--- src/rtl/execute_pkg.sv ---
`default_nettype none
// ============================================================================
// Module      : execute_pkg
// Description : Shared opcodes, multiply/divide state encoding and EX/MEM
//               control-bit bundle for the execute stage.
// Revision    : 1.0 - initial release
// ============================================================================
package execute_pkg;

    // Single-cycle ALU operation codes
    localparam logic [4:0] c_ALU_ADD   = 5'h00;
    localparam logic [4:0] c_ALU_ADDU  = 5'h01;
    localparam logic [4:0] c_ALU_SUB   = 5'h02;
    localparam logic [4:0] c_ALU_SUBU  = 5'h03;
    localparam logic [4:0] c_ALU_AND   = 5'h04;
    localparam logic [4:0] c_ALU_OR    = 5'h05;
    localparam logic [4:0] c_ALU_XOR   = 5'h06;
    localparam logic [4:0] c_ALU_NOR   = 5'h07;
    localparam logic [4:0] c_ALU_SLT   = 5'h08;
    localparam logic [4:0] c_ALU_SLTU  = 5'h09;
    localparam logic [4:0] c_ALU_SLL   = 5'h0A;
    localparam logic [4:0] c_ALU_SRL   = 5'h0B;
    localparam logic [4:0] c_ALU_SRA   = 5'h0C;
    localparam logic [4:0] c_ALU_LUI   = 5'h0D;

    // Multiply/divide and HI/LO transfer codes
    localparam logic [4:0] c_ALU_MULT  = 5'h10;
    localparam logic [4:0] c_ALU_MULTU = 5'h11;
    localparam logic [4:0] c_ALU_DIV   = 5'h12;
    localparam logic [4:0] c_ALU_DIVU  = 5'h13;
    localparam logic [4:0] c_ALU_MFHI  = 5'h14;
    localparam logic [4:0] c_ALU_MFLO  = 5'h15;
    localparam logic [4:0] c_ALU_MTHI  = 5'h16;
    localparam logic [4:0] c_ALU_MTLO  = 5'h17;

    // Multiply/divide sequencer states
    localparam logic [1:0] c_ST_IDLE = 2'd0;
    localparam logic [1:0] c_ST_RUN  = 2'd1;
    localparam logic [1:0] c_ST_FIX  = 2'd2;

    typedef enum logic [1:0] {
        ST_IDLE = c_ST_IDLE,
        ST_RUN  = c_ST_RUN,
        ST_FIX  = c_ST_FIX
    } muldiv_state_e;

    // Memory/writeback control bits carried into EX/MEM
    typedef struct packed {
        logic mem_write;
        logic mem_read;
        logic mem_to_reg;
        logic reg_write;
    } ex_ctrl_t;

    localparam ex_ctrl_t c_BUBBLE_CTRL = '0;

    // True for every code that touches the HI/LO unit (0x10-0x17)
    function automatic logic is_hilo_op(input logic [4:0] op);
        return (op[4:3] == 2'b10);
    endfunction

    // True for the four codes that launch an iterative operation (0x10-0x13)
    function automatic logic is_start_op(input logic [4:0] op);
        return (op[4:2] == 3'b100);
    endfunction

endpackage
`default_nettype wire

--- src/rtl/muldiv_unit.sv ---
`default_nettype none
// ============================================================================
// Module      : muldiv_unit
// Description : Iterative 32-step multiply / restoring divide with HI/LO
//               registers. Works on magnitudes, applies signs in FIX.
// Revision    : 1.0 - initial release
// ============================================================================
module muldiv_unit
    import execute_pkg::*;
#(
    parameter int WIDTH = 32
) (
    input  logic             clock,
    input  logic             reset_n,
    input  logic             start,
    input  logic [1:0]       op,
    input  logic [WIDTH-1:0] a,
    input  logic [WIDTH-1:0] b,
    input  logic             mt_hi,
    input  logic             mt_lo,
    input  logic [WIDTH-1:0] mt_data,
    output logic [WIDTH-1:0] hi,
    output logic [WIDTH-1:0] lo,
    output logic             busy
);

    muldiv_state_e    r_state;
    logic [4:0]       r_count;
    logic [WIDTH-1:0] r_acc;      // partial product high half / running remainder
    logic [WIDTH-1:0] r_q;        // multiplier being consumed / quotient being built
    logic [WIDTH-1:0] r_m;        // multiplicand / divisor magnitude
    logic [WIDTH-1:0] r_a_raw;    // original dividend, returned as HI on divide-by-zero
    logic             r_is_div;
    logic             r_neg_a;
    logic             r_neg_b;
    logic             r_b_zero;

    logic             w_signed_op;
    logic             w_neg_a;
    logic             w_neg_b;
    logic [WIDTH-1:0] w_mag_a;
    logic [WIDTH-1:0] w_mag_b;
    logic [WIDTH:0]   w_add;
    logic [WIDTH:0]   w_shift;
    logic [WIDTH-1:0] w_trial;
    logic             w_ge;
    logic [WIDTH-1:0] w_acc_next;
    logic [WIDTH-1:0] w_q_next;
    logic [2*WIDTH-1:0] w_prod;
    logic [WIDTH-1:0] w_quot;
    logic [WIDTH-1:0] w_rem;

    assign busy = (r_state != ST_IDLE);

    // Operand magnitudes and signs captured at launch (op[0]=1 means unsigned)
    assign w_signed_op = ~op[0];
    assign w_neg_a     = w_signed_op & a[WIDTH-1];
    assign w_neg_b     = w_signed_op & b[WIDTH-1];
    assign w_mag_a     = w_neg_a ? -a : a;
    assign w_mag_b     = w_neg_b ? -b : b;

    // One shift-add (multiply) or restoring-subtract (divide) step
    always_comb begin
        w_add   = {1'b0, r_acc} + (r_q[0] ? {1'b0, r_m} : {(WIDTH+1){1'b0}});
        w_shift = {r_acc, r_q[WIDTH-1]};
        w_ge    = (w_shift >= {1'b0, r_m});
        w_trial = w_shift[WIDTH-1:0] - r_m;
        if (r_is_div) begin
            w_acc_next = w_ge ? w_trial : w_shift[WIDTH-1:0];
            w_q_next   = {r_q[WIDTH-2:0], w_ge};
        end else begin
            w_acc_next = w_add[WIDTH:1];
            w_q_next   = {w_add[0], r_q[WIDTH-1:1]};
        end
    end

    // Sign correction applied in FIX: quotient/product by sign xor, remainder by dividend
    always_comb begin
        w_prod = {r_acc, r_q};
        if (r_neg_a ^ r_neg_b) begin
            w_prod = -w_prod;
        end
        w_quot = (r_neg_a ^ r_neg_b) ? -r_q : r_q;
        w_rem  = r_neg_a ? -r_acc : r_acc;
    end

    // Sequencer and HI/LO registers; results only land in FIX so reset mid-run writes nothing
    always_ff @(posedge clock) begin
        if (!reset_n) begin
            r_state  <= ST_IDLE;
            r_count  <= 5'd0;
            r_acc    <= '0;
            r_q      <= '0;
            r_m      <= '0;
            r_a_raw  <= '0;
            r_is_div <= 1'b0;
            r_neg_a  <= 1'b0;
            r_neg_b  <= 1'b0;
            r_b_zero <= 1'b0;
            hi       <= '0;
            lo       <= '0;
        end else begin
            case (r_state)
                ST_IDLE: begin
                    if (start) begin
                        r_state  <= ST_RUN;
                        r_count  <= 5'd0;
                        r_acc    <= '0;
                        r_q      <= w_mag_a;
                        r_m      <= w_mag_b;
                        r_a_raw  <= a;
                        r_is_div <= op[1];
                        r_neg_a  <= w_neg_a;
                        r_neg_b  <= w_neg_b;
                        r_b_zero <= (b == '0);
                    end else begin
                        if (mt_hi) hi <= mt_data;
                        if (mt_lo) lo <= mt_data;
                    end
                end
                ST_RUN: begin
                    r_acc   <= w_acc_next;
                    r_q     <= w_q_next;
                    r_count <= r_count + 5'd1;
                    if (r_count == 5'd31) begin
                        r_state <= ST_FIX;
                    end
                end
                ST_FIX: begin
                    if (!r_is_div) begin
                        hi <= w_prod[2*WIDTH-1:WIDTH];
                        lo <= w_prod[WIDTH-1:0];
                    end else if (r_b_zero) begin
                        hi <= r_a_raw;
                        lo <= '1;
                    end else begin
                        hi <= w_rem;
                        lo <= w_quot;
                    end
                    r_state <= ST_IDLE;
                end
                default: r_state <= ST_IDLE;
            endcase
        end
    end

endmodule
`default_nettype wire

--- src/rtl/execute_stage.sv ---
`default_nettype none
// ============================================================================
// Module      : execute_stage
// Description : Pipeline execute stage: single-cycle ALU, iterative MUL/DIV
//               with HI/LO, HI/LO hazard stall and the EX/MEM register.
// Revision    : 1.0 - initial release
// ============================================================================
module execute_stage
    import execute_pkg::*;
#(
    parameter int WIDTH = 32
) (
    input  logic             clock,
    input  logic             reset_n,
    input  logic             valid_in,
    input  logic [4:0]       alu_op,
    input  logic [WIDTH-1:0] operand_a,
    input  logic [WIDTH-1:0] operand_b,
    input  logic [4:0]       shamt,
    input  logic [WIDTH-1:0] store_data,
    input  logic [4:0]       reg_dest,
    input  logic             MemWrite_in,
    input  logic             MemRead_in,
    input  logic             MemToReg_in,
    input  logic             RegWrite_in,
    input  logic [2:0]       trunk_mode_in,
    input  logic             flush,
    output logic             stall,
    output logic [WIDTH-1:0] alu_result,
    output logic [WIDTH-1:0] in_data,
    output logic [4:0]       reg_dest_out,
    output logic [2:0]       trunk_mode,
    output logic             MemWrite,
    output logic             MemRead,
    output logic             MemToReg_out,
    output logic             RegWrite_out,
    output logic             overflow
);

    logic             w_busy;
    logic             w_accept;
    logic             w_start;
    logic             w_mt_hi;
    logic             w_mt_lo;
    logic             w_ovf;
    logic             w_load_bubble;
    logic [WIDTH-1:0] w_result;
    logic [WIDTH-1:0] w_sum;
    logic [WIDTH-1:0] w_diff;
    logic [WIDTH-1:0] w_hi;
    logic [WIDTH-1:0] w_lo;

    // Any HI/LO-class instruction must wait while the iterative unit is occupied
    assign stall    = w_busy & valid_in & is_hilo_op(alu_op);
    assign w_accept = valid_in & ~flush & ~stall;
    assign w_start  = w_accept & is_start_op(alu_op);
    assign w_mt_hi  = w_accept & (alu_op == c_ALU_MTHI);
    assign w_mt_lo  = w_accept & (alu_op == c_ALU_MTLO);

    assign w_sum  = operand_a + operand_b;
    assign w_diff = operand_a - operand_b;

    // Single-cycle ALU; signed overflow is flagged only for ADD/SUB
    always_comb begin
        w_result = '0;
        w_ovf    = 1'b0;
        case (alu_op)
            c_ALU_ADD: begin
                w_result = w_sum;
                w_ovf    = (operand_a[WIDTH-1] == operand_b[WIDTH-1]) &&
                           (w_sum[WIDTH-1] != operand_a[WIDTH-1]);
            end
            c_ALU_ADDU: w_result = w_sum;
            c_ALU_SUB: begin
                w_result = w_diff;
                w_ovf    = (operand_a[WIDTH-1] != operand_b[WIDTH-1]) &&
                           (w_diff[WIDTH-1] != operand_a[WIDTH-1]);
            end
            c_ALU_SUBU: w_result = w_diff;
            c_ALU_AND:  w_result = operand_a & operand_b;
            c_ALU_OR:   w_result = operand_a | operand_b;
            c_ALU_XOR:  w_result = operand_a ^ operand_b;
            c_ALU_NOR:  w_result = ~(operand_a | operand_b);
            c_ALU_SLT:  w_result = {{(WIDTH-1){1'b0}}, ($signed(operand_a) < $signed(operand_b))};
            c_ALU_SLTU: w_result = {{(WIDTH-1){1'b0}}, (operand_a < operand_b)};
            c_ALU_SLL:  w_result = operand_b << shamt;
            c_ALU_SRL:  w_result = operand_b >> shamt;
            c_ALU_SRA:  w_result = $signed(operand_b) >>> shamt;
            c_ALU_LUI:  w_result = {operand_b[15:0], 16'h0000};
            c_ALU_MFHI: w_result = w_hi;
            c_ALU_MFLO: w_result = w_lo;
            default:    w_result = '0;
        endcase
    end

    // MULT/DIV write no GPR, so they leave a bubble just like overflow/flush/stall
    assign w_load_bubble = ~w_accept | w_ovf | w_start;

    muldiv_unit #(
        .WIDTH (WIDTH)
    ) u_muldiv (
        .clock   (clock),
        .reset_n (reset_n),
        .start   (w_start),
        .op      (alu_op[1:0]),
        .a       (operand_a),
        .b       (operand_b),
        .mt_hi   (w_mt_hi),
        .mt_lo   (w_mt_lo),
        .mt_data (operand_a),
        .hi      (w_hi),
        .lo      (w_lo),
        .busy    (w_busy)
    );

    // EX/MEM pipeline register
    always_ff @(posedge clock) begin
        if (!reset_n) begin
            alu_result   <= '0;
            in_data      <= '0;
            reg_dest_out <= '0;
            trunk_mode   <= '0;
            {MemWrite, MemRead, MemToReg_out, RegWrite_out} <= c_BUBBLE_CTRL;
            overflow     <= 1'b0;
        end else if (w_load_bubble) begin
            alu_result   <= '0;
            in_data      <= '0;
            reg_dest_out <= '0;
            trunk_mode   <= '0;
            {MemWrite, MemRead, MemToReg_out, RegWrite_out} <= c_BUBBLE_CTRL;
            overflow     <= w_accept & w_ovf;
        end else begin
            alu_result   <= w_result;
            in_data      <= store_data;
            reg_dest_out <= reg_dest;
            trunk_mode   <= trunk_mode_in;
            MemWrite     <= MemWrite_in;
            MemRead      <= MemRead_in;
            MemToReg_out <= MemToReg_in;
            RegWrite_out <= RegWrite_in;
            overflow     <= 1'b0;
        end
    end

endmodule
`default_nettype wire

--- config.mk ---
export PLATFORM = sky130hd
export DESIGN_NAME = execute_stage
export DESIGN_NICKNAME = d
export VERILOG_FILES = /design/src/rtl/execute_pkg.sv /design/src/rtl/muldiv_unit.sv /design/src/rtl/execute_stage.sv
export SDC_FILE = /design/constraint.sdc
export NUM_CORES = 2
export LEC_CHECK = 0
export CORE_MARGIN = 2
export CORE_UTILIZATION = 35
export DETAILED_ROUTE_END_ITERATION = 16
export PLACE_DENSITY = 0.65
export RECOVER_POWER = 25
export SYNTH_ARGS = -nofsm -noshare
export SYNTH_HDL_FRONTEND = slang
export SYNTH_SLANG_ARGS = --single-unit
--- constraint.sdc ---
create_clock -name clock -period 3.8 [get_ports clock]
set_input_delay 0.76 -clock clock [delete_from_list [all_inputs] [get_ports clock]]
set_output_delay 0.76 -clock clock [all_outputs]
set_load 0.005 [all_outputs]
Word level (Yosys, flattened, before mapping):

Cells that the tools add are included.

* equal/unequal tests: 31
* reduce and logical (&&, ||, !) cells: 17
* multiplexer cells: 30
* magnitude comparators: 3
* bitwise logic cells: 22
* shifts and indexed selects: 3
* add/sub/neg operators: 10

Operators with widths (count)
* 32-bit two-way mux: 18
* 32-bit case mux with 14 select lines: 1
* 32-bit case mux with 2 select lines: 4
* 32-bit negator: 4
* 32-bit < comparator: 2
* 64-bit two-way mux: 1
* 64-bit negator: 1
* 32-bit subtractor: 2
* 32-bit by 33-bit adder with 33-bit output: 1
* 33-bit by 32-bit >= comparator with 1-bit output: 1
* 32-bit adder: 1
* 32-bit AND: 1
* 32-bit zero test: 1
* 32-bit inverter: 1
* 32-bit OR: 1
* 32-bit by 5-bit << shifter with 32-bit output: 1
* 32-bit by 5-bit >> shifter with 32-bit output: 1
* 32-bit by 5-bit >>> shifter with 32-bit output: 1
* 32-bit XOR: 1
* 5-bit by 4-bit equality test with 1-bit output, second input constant: 6
* 5-bit equality test, second input constant: 5
* 5-bit by 3-bit equality test with 1-bit output, second input constant: 4
* 1-bit AND: 10
* 5-bit by 2-bit equality test with 1-bit output, second input constant: 2
* 24 further kinds: 45

* logic and storage cells: 137
* flip-flop bits (word level): 280
* output and inout port bits: 78

Longest topological paths before layout:

* word-level depth: 9
* gate-level depth with buffers: 15
* gate-level depth less buffers: 14

Hierarchy:

Synthesis repeated with hierarchy kept, for this count alone.

* cells, all modules: 3785
* area, all modules: 27422.6 sq um

By module, submodules not included
* muldiv_unit: instances 1, area an instance 16079.2 sq um, cells an instance 2224
* execute_stage: instances 1, area an instance 11343.4 sq um, cells an instance 1561

Worst setup path after synthesis:

No wires, ideal clock.

* path type: input port to flip-flop
* start: input port operand_b[4]
* end: register alu_result[28]
* stages on the path: 14
* path buffers: 2
* library setup time: 0.135 ns
* data required time: 3.665 ns
* slack: 0.043 ns
* arrival time: 3.622 ns
* cell sequence: clkbuf_1 inv_1 ha_1 buf_6 nor2_1 a221o_1 or4_4 a2111oi_4 nor2_2 a211oi_2 o21bai_1 a32oi_1 mux2i_1 a21oi_2

* word-level cells in the longest chain between the ends: 7

Ends and longest elaborated chain
* from (decl): RTL line execute_stage.sv:18 `input logic [WIDTH-1:0] operand_b,`
* 32-bit subtractor / 32-bit adder (equally long branches): RTL line execute_stage.sv:61, execute_stage.sv:60
* 1-bit inequality test (on tied branches): RTL line execute_stage.sv:77, execute_stage.sv:71
* 1-bit logical AND (on tied branches): RTL line execute_stage.sv:76, execute_stage.sv:70
* 1-bit case mux with 2 select lines: RTL line execute_stage.sv:67 `case (alu_op)`
* 1-bit OR (2 in series): RTL line execute_stage.sv:97 `assign w_load_bubble = ~w_accept | w_ovf | w_start;`
* 2-bit OR reduction (no source line)
* to (signal assigned): RTL line execute_stage.sv:133 `alu_result <= w_result;`
* to (decl): RTL line execute_stage.sv:29 `output logic [WIDTH-1:0] alu_result,`

Several ways; a longest one is shown, not always the timed one.
A chain may end at the register's enable or synchronous reset.

Worst setup path in the final report:

* start: input port operand_a[8]
* end: register alu_result[9]

* word-level cells in the longest chain between the ends: 7

Ends and longest elaborated chain
* from (decl): RTL line execute_stage.sv:17 `input logic [WIDTH-1:0] operand_a,`
* 32-bit subtractor / 32-bit adder (equally long branches): RTL line execute_stage.sv:61, execute_stage.sv:60
* 1-bit inequality test (on tied branches): RTL line execute_stage.sv:77, execute_stage.sv:71
* 1-bit logical AND (on tied branches): RTL line execute_stage.sv:76, execute_stage.sv:70
* 1-bit case mux with 2 select lines: RTL line execute_stage.sv:67
* 1-bit OR (2 in series): RTL line execute_stage.sv:97
* 2-bit OR reduction (no source line)

Several ways; a longest one is shown, not always the timed one.

==> summary.txt <==
Synth
  – Number of synthesized flops with an enable pin: 0
  – Avg Cell Area, Syn: 7.28 µm²
  – Sequential area share after synthesis: 20.8%
  – FF+latch count, synth: 280
  – Asr flop ratio synth: 0%
  – Synth Warn #: 0
  – Mapped Area: 27000 µm²
  – Ys flop type: dfxtp_1
  – Post-Syn Instances: 3711
  – Post-synthesis cell type count: 98
  – Mapped Nets: 4012

Finish
  – Fraction of layout cells with a size suffix above 1: 17.7%
  – Area Growth Syn to Fin: 29.8%
  – Fillers: 7687
  – Area of the multi-input gates: 20000 µm²
  – Register area: 5610 µm²
  – Nets: 4475
  – Final cell count without fillers: 5233

CTS
  – Clock Tree Buf Depth: 3
  – TritonCTS clock tree: done
  – CTS root buf: clkbuf_16
  – H-tree depth: 2
  – Total clock sinks: 280
  – Hold Buf Count CTS: 0
  – CTS buffer count: 37
  – Clk_lat worst skew: 590 ps
  – Clock-pin slew on the worst setup and hold paths: 60 ps

Drt
  – Remaining antenna violation count after routing: 0
  – Wire length per cell: 24.6 µm
  – Via density: 6.04
  – DR vias: 31600
  – Length of the first detailed-routing pass in iterations: 7
  – DRC viols: 0
  – DR iter-0 viols: 3714
  – Final WL: 129000 µm

Floorplan
  – Die Span Y: 282 µm
  – Die boundary width: 282 µm
  – Core region area: 76200 µm²
  – Die area: 79400 µm²
  – Rows: 101
  – Num ports: 200
  – Initial Utilization: 35.4%

Min path
  – Hold Crit Class: register to register

Timing
  – Slew HR: 12.5%
  – Final hold viol count: 0
  – Final min period: 3720 ps
  – Fin. max-slew vios: 0
  – Setup slack after layout: 82.3 ps
  – Fmax: 269 MHz
  – Final setup viols: 0
  – Clk_skew: 29.5 ps
  – Tightest Pin Transition: 1310 ps
  – Setup_tns: 0 ps
  – Final worst-path cycle share: 97.8%

Critical path
  – CP max stage delay: 480 ps
  – CP Data Required Time: 4290 ps
  – CP Cell Sequence: clkdlybuf4s50_1 > inv_1 > ha_1 > buf_4 > nor4_4 > a211oi_2 > buf_4 > o211ai_1 > a21boi_4 > o41a_1 > o2111ai_2 > a21bo_4 > clkbuf_16 > a31oi_2
  – Kind of critical path: primary input to register
  – Critical Path AT: 4210 ps
  – Critical Path Source Type: primary input
  – Critical Path End Type: register
  – Slowest-stage cell, CP: clkdlybuf4s50_1
  – Worst-path fanout max: 8
  – Most used cell, CP: buf_4

Placed design
  – DP Wirelength: 101000 µm
  – Cells after DPL: 5150
  – Port-buffer cells: 199
  – GP Congestion: 1.09
  – Setup WS pre-CTS: -855 ps

GRT
  – All-Layer GR Usage: 31.1%
  – First-pass GRT wire length: 188000 µm
  – GR Overflow Total: 0
  – Antenna violations before repair: 3
  – Largest net degree at the start of global routing: 151
  – Vias in the first global route: 29100

Power
  – Power per standard cell area: 286 nW/µm²
  – VDD IR max: 0.269 mV
  – Leak Pwr: 0.0145 µW

Status
  – Outcome: finished clean

Job
  – Maximum capacitance violations: 0
[placed cells by master (no fill, tap or decap), types with 15 or more instances in the layout]
master | netlist | final
clkbuf_16 | 0 | 39
a22oi_1 | 53 | 53
buf_12 | 0 | 15
or3_1 | 23 | 23
nor3_1 | 67 | 62
dlygate4sd3_1 | 0 | 78
nor2b_1 | 25 | 22
nand3_1 | 70 | 69
a31oi_1 | 53 | 48
buf_4 | 8 | 512
nor4_1 | 36 | 34
nor2_1 | 347 | 342
nand2b_1 | 35 | 35
a221oi_1 | 42 | 41
mux2i_1 | 123 | 123
and3_1 | 27 | 26
o221ai_1 | 39 | 39
nand2_1 | 379 | 379
a211oi_1 | 112 | 109
o21ai_0 | 269 | 267
xnor2_1 | 146 | 145
ha_1 | 175 | 161
inv_1 | 147 | 140
o31ai_1 | 29 | 27
and2_1 | 57 | 57
nand4_1 | 45 | 45
o211ai_1 | 50 | 50
clkdlybuf4s50_1 | 0 | 105
a21o_1 | 48 | 48
xor2_1 | 61 | 60
a21oi_1 | 363 | 356
mux4_2 | 19 | 19
mux2_2 | 15 | 15
dfxtp_1 | 280 | 279
o21a_1 | 21 | 21
a222oi_1 | 16 | 16
[registers in the layout (all words and copies together), names as in the netlist]
register,flops
alu_result,32
in_data,32
u_muldiv.hi,32
u_muldiv.lo,32
u_muldiv.r_a_raw,32
u_muldiv.r_acc,32
u_muldiv.r_m,32
u_muldiv.r_q,32
reg_dest_out,5
u_muldiv.r_count,5
trunk_mode,3
u_muldiv.r_state,2
MemRead,1
MemToReg_out,1
MemWrite,1
RegWrite_out,1
overflow,1
u_muldiv.r_b_zero,1
u_muldiv.r_is_div,1
u_muldiv.r_neg_a,1
u_muldiv.r_neg_b,1
[cells in the mapped netlist (70+ instances only)]
library cell  number  share of area [%]
nand2_1          379                5.3
a21oi_1          363                6.7
nor2_1           347                4.8
dfxtp_1          280                 21
o21ai_0          269                5.0
clkbuf_1         241                3.3
ha_1             175                8.1
inv_1            147                2.0
xnor2_1          146                4.7
mux2i_1          123                4.6
a211oi_1         112                3.1
nand3_1           70                1.3
[critical path: cells and delay by family]
family / cells / cell delay, ps
compound gates: 7 / 1660
buf+inv: 5 / 1100
fa+ha+maj: 1 / 380
simple gates: 1 / 310
[layer usage]
layer  track usage, %  routed length, µm  vias up
met5                0                 13        -
met4             17.1               8250        2
met3             6.07              13300      357
met2             48.3              55300     1842
met1             40.5              52000    14900
li1                 -                  -    14500
[report_power, final]
| group | internal, µW | leakage, µW | total, µW | switching, µW |
|---|---|---|---|---|
| clock network | 2280 | 0.000634 | 3810 | 1540 |
| logic | 1320 | 0.0116 | 3190 | 1860 |
| registers | 2990 | 0.00226 | 3030 | 46.9 |
[path summary, 6_finish.rpt]
kind	start	to	slack [ps]	depth (start not counted)
max	operand_a[8]	alu_result[9]	80	14
min	u_muldiv.r_a_raw[7]	u_muldiv.r_a_raw[7]	450	2
max reg2reg	u_muldiv.r_q[0]	u_muldiv.r_acc[29]	160	14
min reg2reg	u_muldiv.r_a_raw[7]	u_muldiv.r_a_raw[7]	450	2
[repair_timing]
| item | CTS | global route |
|---|---|---|
| gates resized for setup | 24 | 72 |
| cloned | 0 | 3 |
| buffers inserted | 2 | 10 |
| setup endpoints to repair | 73 | 81 |
| pin swaps | 11 | 21 |
[cells by family after synthesis]
family | Yosys count | synth area share, %
fa+ha+maj | 179 | 8.40
flops | 280 | 20.8
compound gates | 1267 | 30.7
mux | 157 | 6.77
xor+xnor | 207 | 6.71
simple gates | 1156 | 19.8
buf+inv | 465 | 6.85
[metrics by stage]
step | cell area (µm²) | utilization (%) | total power (µW) | hold WS, ps
after floorplan | 27000 | - | 4680 | 428
after global placement | 33200 | 43.6 | 6100 | 436
after detailed placement | 33200 | 43.6 | 6100 | 444
after CTS | 34600 | 45.4 | 9910 | 451
after global routing | 35100 | 46.0 | 10400 | 461
final | 35100 | 46.0 | 10000 | 450
[layout make-up]
| type | instances | share of cell area (%) |
|---|---|---|
| repair buffers | 738 | 17.9 |
| well taps | 1030 | 3.67 |
| clock inverters | 16 | 0.760 |
| inverters | 151 | 1.65 |
| diodes | 2 | 0.0143 |
| multi-input cells | 2966 | 57.1 |
| flip-flops and latches | 280 | 16.0 |
| clock buffers | 50 | 2.95 |
No activity file was read; power rests on OpenSTA's default activity.
